`src/rtl/if_seq.sv`:
```
// Instruction fetch sequencer: gathers WORDS memory words per instruction
// and publishes the assembled instruction with a one-cycle valid pulse.
module if_seq #(
    parameter int ADDR_W  = 8,
    parameter int DATA_W  = 16,
    parameter int WORDS   = 2,
    parameter int TIMEOUT = 15
) (
    input  logic                    clk,
    input  logic                    rst_n,
    input  logic                    start,
    input  logic                    flush,
    input  logic [ADDR_W-1:0]       pc_in,
    input  logic                    mfc,
    input  logic [DATA_W-1:0]       mem_rdata,
    output logic [ADDR_W-1:0]       mem_addr,
    output logic                    mem_en,
    output logic                    mem_rw,
    output logic [WORDS*DATA_W-1:0] ir_out,
    output logic                    ir_valid,
    output logic [ADDR_W-1:0]       pc_next,
    output logic                    busy,
    output logic                    fault
);

    localparam int IDX_W = (WORDS > 1) ? $clog2(WORDS) : 1;
    localparam logic [IDX_W-1:0] IDX_LAST = IDX_W'(WORDS - 1);
    localparam logic [7:0] T_LAST = 8'(TIMEOUT - 1);

    typedef enum logic [2:0] {
        S_IDLE,
        S_ADDR,
        S_REQ,
        S_CAPT,
        S_LOAD,
        S_DONE,
        S_FAULT
    } state_t;

    state_t state;
    state_t state_nx;

    logic [ADDR_W-1:0]            base;
    logic [IDX_W-1:0]             idx;
    logic [7:0]                   tcnt;
    logic [WORDS-1:0][DATA_W-1:0] wbuf;

    always_ff @(posedge clk or negedge rst_n) begin
        if (!rst_n) begin
            state <= S_IDLE;
        end else begin
            state <= state_nx;
        end
    end

    always_comb begin
        state_nx = state;
        if (flush) begin
            state_nx = S_IDLE;
        end else begin
            unique case (state)
                S_IDLE:  if (start) state_nx = S_ADDR;
                S_ADDR:  state_nx = S_REQ;
                S_REQ: begin
                    // a late mfc on the last allowed cycle still wins
                    if (mfc)                 state_nx = S_CAPT;
                    else if (tcnt == T_LAST) state_nx = S_FAULT;
                end
                S_CAPT:  state_nx = (idx == IDX_LAST) ? S_LOAD : S_ADDR;
                S_LOAD:  state_nx = S_DONE;
                S_DONE:  state_nx = S_IDLE;
                S_FAULT: state_nx = S_FAULT;
                default: state_nx = S_IDLE;
            endcase
        end
    end

    always_comb begin
        mem_en   = 1'b0;
        mem_rw   = 1'b0;
        ir_valid = 1'b0;
        busy     = 1'b0;
        fault    = 1'b0;
        mem_en   = (state == S_REQ);
        mem_rw   = (state != S_IDLE);
        ir_valid = (state == S_DONE);
        busy     = (state != S_IDLE) && (state != S_FAULT);
        fault    = (state == S_FAULT);
    end

    always_ff @(posedge clk or negedge rst_n) begin
        if (!rst_n) begin
            base     <= '0;
            idx      <= '0;
            tcnt     <= '0;
            wbuf     <= '0;
            mem_addr <= '0;
            ir_out   <= '0;
            pc_next  <= '0;
        end else if (!flush) begin
            unique case (state)
                S_IDLE: begin
                    if (start) begin
                        base <= pc_in;
                        idx  <= '0;
                    end
                end
                S_ADDR: begin
                    mem_addr <= base + ADDR_W'(idx);
                    tcnt     <= '0;
                end
                S_REQ: begin
                    if (mfc) wbuf[idx] <= mem_rdata;
                    else     tcnt      <= tcnt + 8'd1;
                end
                S_CAPT: begin
                    if (idx != IDX_LAST) idx <= idx + 1'b1;
                end
                // the only place ir_out moves, so partial fetches stay hidden
                S_LOAD: begin
                    ir_out  <= wbuf;
                    pc_next <= base + ADDR_W'(WORDS);
                end
                default: ;
            endcase
        end
    end

endmodule

```
`config.mk`:
```
export PLATFORM = sky130hd
export DESIGN_NAME = if_seq
export DESIGN_NICKNAME = d
export VERILOG_FILES = /design/src/rtl/if_seq.sv
export SDC_FILE = /design/constraint.sdc
export NUM_CORES = 1
export LEC_CHECK = 0
export BUFFER_PORTS_ARGS = -buffer_cell sky130_fd_sc_hd__buf_4
export CAP_MARGIN = 20
export CELL_PAD_IN_SITES_DETAIL_PLACEMENT = 0
export CELL_PAD_IN_SITES_GLOBAL_PLACEMENT = 2
export CORE_MARGIN = 2
export CORE_UTILIZATION = 40
export DETAILED_ROUTE_END_ITERATION = 10
export HOLD_SLACK_MARGIN = 0.02
export MAX_ROUTING_LAYER = met4
export PLACE_DENSITY_LB_ADDON = 0.15
export RECOVER_POWER = 25
export REMOVE_ABC_BUFFERS = 1
export SYNTH_ARGS = -nofsm -noshare
export SYNTH_HDL_FRONTEND = slang
export SYNTH_SLANG_ARGS = --single-unit
```
`constraint.sdc`:
```
create_clock -name clk -period 4.3 [get_ports clk]
set_input_delay 0.43 -clock clk [delete_from_list [all_inputs] [get_ports clk]]
set_output_delay 0.43 -clock clk [all_outputs]
set_load 0.03 [all_outputs]
```
==> key figures, run 1 <==
Timing
  • Post-route setup slack: between 1500 and 2000 ps
  • FMAX: 0.386 GHz
  • Post-route minimum period: approximately 2600 ps
  • Final setup violation count: 0
  • Final Hold Fails: 0
  • Slew Limit Fails: 41
  • Crit share post-route: 0.602
  • RSZ-0062 raised after global routing: false
  • Worst slew margin: -0.401
  • Layout Skew: between 10 and 15 ps
  • Worst Max-Slew Pin Slew: around 2100 ps

Detailed routing
  • DRC viols: 0
  • Via Count: 2621
  • First-pass detailed-route iteration total: 4
  • Drt wl/cell: 15.5 um
  • Antenna-violating nets left: 0
  • WL final: 8190 um
  • Vias per Instance: around 5.0
  • Iteration-0 DRC Markers: 103

Power and ir drop
  • Lkg Pwr: 2.50 nW
  • Combinational Power Share: 0.210
  • Clock power frac: 0.246
  • Psw: 0.666 mW
  • Int Power: ~1.6 mW
  • Sw Share: 0.300
  • Pwr/cell area: 432 nW/um^2
  • Share of power burned in registers: 0.545
  • Max VDD drop: 0.000285 V

GRT
  • Total track usage: 0.158
  • Number of global-route vias before repair: 2648
  • Initial antenna violation count: 0
  • First-pass GRT wire length: approximately 13000 um
  • GRT overflow: 0
  • Largest net degree at the start of global routing: 62

Finish
  • Most common cell after layout, fill and taps aside: dfrtp_1
  • N_diodes: 0
  • Most frequent cells in the layout: dfrtp_1, buf_4, mux2_2
  • Layout area overhead: 20.5%
  • Final std cells w/o fill: 529
  • Share of layout cells above drive strength 1: 0.455
  • Nets: 422

Floorplan
  • Horiz. Die Dim: 107 um
  • Die height: 107 um
  • Die area: 11500 um^2
  • Num rows: 37
  • Core area: 10300 um^2
  • I/O pins: 82
  • Initial core utilization: 0.413

Clocking
  • # hold bufs at CTS: 0
  • Clock Tree Buf Depth: 2
  • Worst-skew pair later-pin latency: 360 ps
  • CTS tree: built
  • Root Driver: clkbuf_8
  • Cts repair resizes: 0
  • Clk slew on worst S/H paths: 90 ps
  • CTS Sinks: 100
  • CTS Buf Count: 9
  • Htree depth: 3
  • Post-CTS setup buffers: 0

Critical path
  • Worst R2R Path Depth: 3
  • CP Launch Type: input port
  • CP Buf/Inv Count: 2
  • Worst setup EP type: asynchronous set/reset pin
  • Critical Path RT: 4350 ps
  • Worst R2R Start: state[0]$_DFFE_PN0P_
  • Slowest CP cell: clkbuf_1
  • Worst R2R End: mem_addr[0]$_DFFE_PN0P_
  • Critical path arrival: ~2600 ps
  • CP top delay family: buffers and inverters
  • Worst path max stage delay: 1570 ps
  • R2R setup slack: 1920 ps
  • Worst setup path class: input port to asynchronous set/reset pin
  • Cells along the critical path: buf_4 > clkbuf_1
  • Crit path max fanout: 61

Logic synthesis
  • Yosys warnings: 0
  • Synthesis-stage register bit count: 100
  • Synth Instances: 310
  • Synth cell types: 39
  • Mapped cell area: between 4000 and 5000 um^2
  • EDFF count, synth: 0
  • Synth Flop Type: dfrtp_1
  • Post-synthesis sequential area ratio: 0.587
  • Share of flip-flops with an asynchronous set or reset: 1.00
  • Syn Area/Cell: 13.8 um^2

Placed design
  • Placed Cells: 513
  • Placer Congestion: about 0.74
  • Detail Placement HPWL: about 5500 um
  • Pre-CTS WS: 1940 ps
  • Port bufs: 81

Run
  • Max-cap violations: 1

Outcome
  • Status: complete, but fails checks
  • Violated checks: capacitance limit, slew limit

Worst hold path
  • Hold Path Class: input port to asynchronous set/reset pin
-- registers in the layout, indices dropped and copies added, names as in the netlist --
name	flops
state	3
tcnt	8
base	8
idx	1
pc_next	8
ir_out	32
mem_addr	8
wbuf	32
-- cell usage after synthesis, drive strengths merged (4+ instances only) --
| master | instances | area (um^2) |
|---|---|---|
| buf | 13 | 101 |
| mux2 | 76 | 856 |
| nor2 | 26 | 105 |
| xor2 | 11 | 96.3 |
| and2 | 4 | 25.0 |
| nand2 | 4 | 15.0 |
| a21oi | 18 | 90.1 |
| ha | 5 | 62.6 |
| o21ai | 4 | 23.8 |
| nand2b | 4 | 25.0 |
| dfrtp | 100 | 2500 |
| xnor2 | 6 | 52.6 |
| nand3 | 5 | 30.0 |
-- layer usage --
metal  vias to the layer above  wire, um  GRT usage
met5                         -         0          -
met4                         0        77     0.0473
met3                         8       557     0.0565
met2                        69      3820      0.237
met1                      1297      3730      0.202
li1                       1247         -          -
-- how the worst max path moves through the flow --
| stage | slack, ps | end | cells after the start | from |
|---|---|---|---|---|
| final | 1710 | ir_out[26]$_DFFE_PN0P_ | 2 | rst_n |
| after global routing | 1160 | ir_out[26]$_DFFE_PN0P_ | 2 | rst_n |
| after CTS | 1930 | mem_addr[0]$_DFFE_PN0P_ | 3 | state[0]$_DFFE_PN0P_ |
| after detailed placement | 1940 | mem_addr[0]$_DFFE_PN0P_ | 3 | state[0]$_DFFE_PN0P_ |
| after global placement | 1990 | mem_addr[0]$_DFFE_PN0P_ | 3 | state[0]$_DFFE_PN0P_ |
| after floorplan | -1460 | ir_out[0]$_DFFE_PN0P_ | 2 | state[2]$_DFFE_PN0P_ |
-- power groups by stage --
stage / Combinational [mW] / Sequential (mW) / Clock, mW
3_5_place_dp: 0.473 / 1.23 / 0
4_1_cts: 0.475 / 1.21 / 0.574
2_1_floorplan: 0.229 / 1.28 / 0
5_1_grt: 0.508 / 1.23 / 0.617
6_report: 0.465 / 1.21 / 0.544
3_3_place_gp: 0.466 / 1.23 / 0
-- per-stage QoR --
step	total power [mW]	setup TNS, ps	util	instance area, um^2	hold WS, ps
2_1_floorplan	1.51	-56610	-	4150	134
3_3_place_gp	1.69	0	0.481	4960	481
3_5_place_dp	1.70	0	0.481	4960	487
4_1_cts	2.26	0	0.498	5140	166
5_1_grt	2.36	0	0.498	5140	196
6_report	2.22	0	0.498	5140	136
-- layout make-up --
class                      instances  area, um^2
sequential                       100        2500
tap                              136         170
clock buffer                      12         145
multi-input combinational        191        1640
fill                             958        5190
inverter                           3        11.3
clock inverter                     4        32.5
timing repair buffer              83         632
-- cell families after synthesis --
family                   Yosys count  share of synthesized area
AND/OR/NAND/NOR                   60                     0.0857
AO/OA/AOI/OAI                     32                     0.0455
multiplexers                      77                      0.203
buffers and inverters             19                     0.0291
adder cells (fa/ha/maj)            5                     0.0147
XOR/XNOR                          17                     0.0349
flip-flops                       100                      0.587
(Power assumes the default switching activity.)
==> run 2: changes to the inputs <==
--- a/config.mk
+++ b/config.mk
@@ -5,12 +5,13 @@
 export SDC_FILE = /design/constraint.sdc
 export NUM_CORES = 1
 export LEC_CHECK = 0
+export ABC_AREA = 1
 export BUFFER_PORTS_ARGS = -buffer_cell sky130_fd_sc_hd__buf_4
 export CAP_MARGIN = 20
 export CELL_PAD_IN_SITES_DETAIL_PLACEMENT = 0
 export CELL_PAD_IN_SITES_GLOBAL_PLACEMENT = 2
 export CORE_MARGIN = 2
-export CORE_UTILIZATION = 40
+export CORE_UTILIZATION = 30
 export DETAILED_ROUTE_END_ITERATION = 10
 export HOLD_SLACK_MARGIN = 0.02
 export MAX_ROUTING_LAYER = met4
==> constraint.sdc (replaced) <==
create_clock -name clk -period 2.2 [get_ports clk]
set_input_delay 0.22 -clock clk [delete_from_list [all_inputs] [get_ports clk]]
set_output_delay 0.22 -clock clk [all_outputs]
set_load 0.03 [all_outputs]
==> key figures, run 2 <==
Critical path
  • Critical path arrival: 1950 ps (was 2640 ps)
  • Worst setup EP type: register (was asynchronous set/reset pin)
  • CP Launch Type: register (was input port)
  • Worst path max stage delay: 420 ps (was 1570 ps)
  • Critical Path RT: 2430 ps (was 4350 ps)
  • Worst setup path class: register to register (was input port to asynchronous set/reset pin)
  • Cells along the critical path: inv_1 > nand3_4 > inv_4 > nand3_4 > nand2_1 > o21ai_2 (was buf_4 > clkbuf_1)
  • Most used cell along the critical path: nand3_4
  • Slowest CP cell: dfrtp_1 (was clkbuf_1)
  • Crit path max fanout: 32 (was 61)
  • Worst R2R Path Depth: 6 (was 3)

Logic synthesis
  • Synth area leaders: dfrtp_1, nand2_1, o21ai_2, nand3_1, inv_1 (was dfrtp_1, mux2_2, xor2_1, nor2_1, a21oi_1)
  • EDFF count, synth: 0 (unchanged)
  • Most frequent cells after synthesis: nand2_1, dfrtp_1, o21ai_2 (was dfrtp_1, mux2_2, nor2_1)
  • Yosys warnings: 0 (unchanged)
  • Synth Instances: 492 (was 310)
  • Synth Flop Type: dfrtp_1 (unchanged)
  • Syn Area/Cell: 9.04 um^2 (was 13.8 um^2)
  • Mapped cell area: 4450 um^2 (was 4260 um^2)
  • Cell taking the most area after synthesis: dfrtp_1 (unchanged)
  • Count leader, synth: nand2_1 (was dfrtp_1)
  • Post-synthesis sequential area ratio: 0.562 (was 0.587)
  • Share of flip-flops with an asynchronous set or reset: 1.00 (unchanged)
  • Synth top area share: 0.562 (was 0.587)
  • Synthesis-stage register bit count: 100 (unchanged)
  • Synth cell types: 31 (was 39)

GRT
  • Number of global-route vias before repair: 3453 (was 2648)
  • First-pass GRT wire length: 17300 um (was 13500 um)
  • Largest net degree at the start of global routing: 55 (was 62)
  • Initial antenna violation count: 0 (unchanged)
  • GRT overflow: 0 (unchanged)
  • Total track usage: 0.142 (was 0.158)

Timing
  • Worst hold slack: 62.7 ps (was 136 ps)
  • RSZ-0062 raised after global routing: false (unchanged)
  • Slew Limit Fails: 0 (was 41)
  • FMAX: ~0.58 GHz
  • Setup TNS: 0 ps (unchanged)
  • Post-route minimum period: 1720 ps
  • Crit share post-route: 0.782
  • Worst Max-Slew Pin Slew: 479 ps (was 2100 ps)
  • Worst slew margin: 0.681 (was -0.401)
  • Layout Skew: 9.26 ps (was 11.0 ps)
  • Final Hold Fails: 0 (unchanged)
  • Final setup violation count: 0 (unchanged)

Finish
  • Most frequent cells in the layout: nand2_1, dfrtp_1, buf_4 (was dfrtp_1, buf_4, mux2_2)
  • Final Cell Area: 5530 um^2 (was 5140 um^2)
  • Nets: 605 (was 422)
  • Most common cell after layout, fill and taps aside: nand2_1 (was dfrtp_1)
  • Share of layout cells above drive strength 1: 0.259 (was 0.455)
  • N_diodes: 0 (unchanged)
  • Biggest regs: ir_out x32, wbuf x32 (unchanged)
  • Layout area overhead: 24.3% (was 20.5%)

Clocking
  • Clock Tree Buf Depth: 2 (unchanged)
  • Htree depth: 3 (unchanged)
  • CTS Buf Count: 9 (unchanged)
  • Clk slew on worst S/H paths: 70 ps (was 90 ps)
  • Worst-skew pair later-pin latency: 350 ps (was 360 ps)
  • CTS tree: built (unchanged)
  • Post-CTS setup buffers: 0 (unchanged)
  • CTS Sinks: 100 (unchanged)
  • Root Driver: clkbuf_16 (was clkbuf_8)

Placed design
  • Detail Placement HPWL: 7090 um (was 5530 um)
  • DP Area: 5200 um^2 (was 4960 um^2)
  • Port bufs: 81 (unchanged)
  • Placer Congestion: 0.769 (was 0.743)

Power and ir drop
  • Psw: 2.61 mW (was 0.666 mW)
  • Lkg Pwr: 2.89 nW (was 2.50 nW)
  • Sw Share: 0.374 (was 0.300)
  • Clock power frac: 0.245 (was 0.246)
  • Share of power burned in registers: 0.417 (was 0.545)
  • Max VDD drop: 0.000356 V (was 0.000285 V)
  • Int Power: 4.37 mW (was 1.55 mW)
  • Pwr/cell area: 1260 nW/um^2 (was 432 nW/um^2)
  • Combinational Power Share: 0.338 (was 0.210)
  • Final Power: 6.98 mW (was 2.22 mW)

Detailed routing
  • First-pass detailed-route iteration total: 4 (unchanged)
  • Vias per Instance: 4.35 (was 4.95)
  • Drt wl/cell: 13.4 um (was 15.5 um)
  • Antenna-violating nets left: 0 (unchanged)
  • WL final: 10100 um (was 8190 um)
  • Via Count: 3308 (was 2621)
  • DRC viols: 0 (unchanged)
  • Iteration-0 DRC Markers: 172 (was 103)

Floorplan
  • Horiz. Die Dim: 126 um (was 107 um)
  • Core area: 14500 um^2 (was 10300 um^2)
  • Die area: 15800 um^2 (was 11500 um^2)
  • Initial core utilization: 0.306 (was 0.413)
  • Die height: 126 um (was 107 um)
  • I/O pins: 82 (unchanged)
  • Num rows: 44 (was 37)

Worst hold path
  • Hold Path Class: input port to register (was input port to asynchronous set/reset pin)
  • Hold Path Cell Cnt: 3

Outcome
  • Status: completed (was complete, but fails checks)

Run
  • Max-cap violations: 0 (was 1)
run 2: final cells by class:
type / instances / area (um^2)
Timing Repair Buffer: 87 / 681
Multi-Input combinational cell: 337 / 1660
Clock inverter: 6 / 86.3
Tap cell: 184 / 230
Sequential cell: 100 / 2500
Inverter: 36 / 138
Clock buffer: 10 / 229
Fill cell: 1567 / 9000
run 2: cells by family after synthesis:
group / share of synthesized area
AO/OA/AOI/OAI: 0.0889
XOR/XNOR: 0.0157
AND/OR/NAND/NOR: 0.255
flip-flops: 0.562
buffers and inverters: 0.0636
adder cells (fa/ha/maj): 0.0141
run 2: per-layer routing:
layer	vias to the layer above	GRT usage	routed length, um
met4	0	0.0601	203
met3	12	0.0272	375
met2	50	0.219	4680
li1	1705	-	-
met1	1541	0.183	4890
met5	-	-	0
run 2: metrics by stage:
step           utilization  std cells  setup WS [ps]
4_1_cts              0.381        760            505
3_5_place_dp         0.358        743            515
2_1_floorplan            -        473            352
3_3_place_gp         0.358        743            567
5_1_grt              0.381        760            304
6_report             0.381        760            480
run 2: what timing repair did:
| item | 4_1_cts | 5_1_grt |
|---|---|---|
| hold buffers | 1 | 0 |
| resized for setup | 0 | 0 |
| hold endpoints to repair | 23 | 0 |
run 2: critical path, delay by kind of cell, from the launching register on:
kind                   cells  cell delay [ps]
AO/OA/AOI/OAI              1               70
flip-flops                 1              420
AND/OR/NAND/NOR            3              740
buffers and inverters      2              370
run 2: final timing paths:
check | endpoint | from | slack (ps)
worst min-delay path | base[3]$_DFFE_PN0P_ | pc_in[3] | 60
min in group asynchronous | tcnt[6]$_DFFE_PN0P_ | rst_n | 330
worst max register to register | wbuf[4]$_DFFE_PN0P_ | state[2]$_DFFE_PN0P_ | 480
max in group asynchronous | pc_next[2]$_DFFE_PN0P_ | rst_n | 1220
worst min register to register | ir_out[28]$_DFFE_PN0P_ | wbuf[28]$_DFFE_PN0P_ | 470
worst max-delay path | wbuf[4]$_DFFE_PN0P_ | state[2]$_DFFE_PN0P_ | 480
run 2: power by group through the flow:
| stage | clock network [mW] | registers, mW | logic, mW |
|---|---|---|---|
| detailed placement | 0 | 2.95 | 2.40 |
| CTS | 1.77 | 2.93 | 2.41 |
| floorplan | 0 | 3.44 | 0.992 |
| global route | 1.85 | 3.01 | 2.62 |
| global placement | 0 | 2.94 | 2.38 |
| finish | 1.71 | 2.91 | 2.36 |
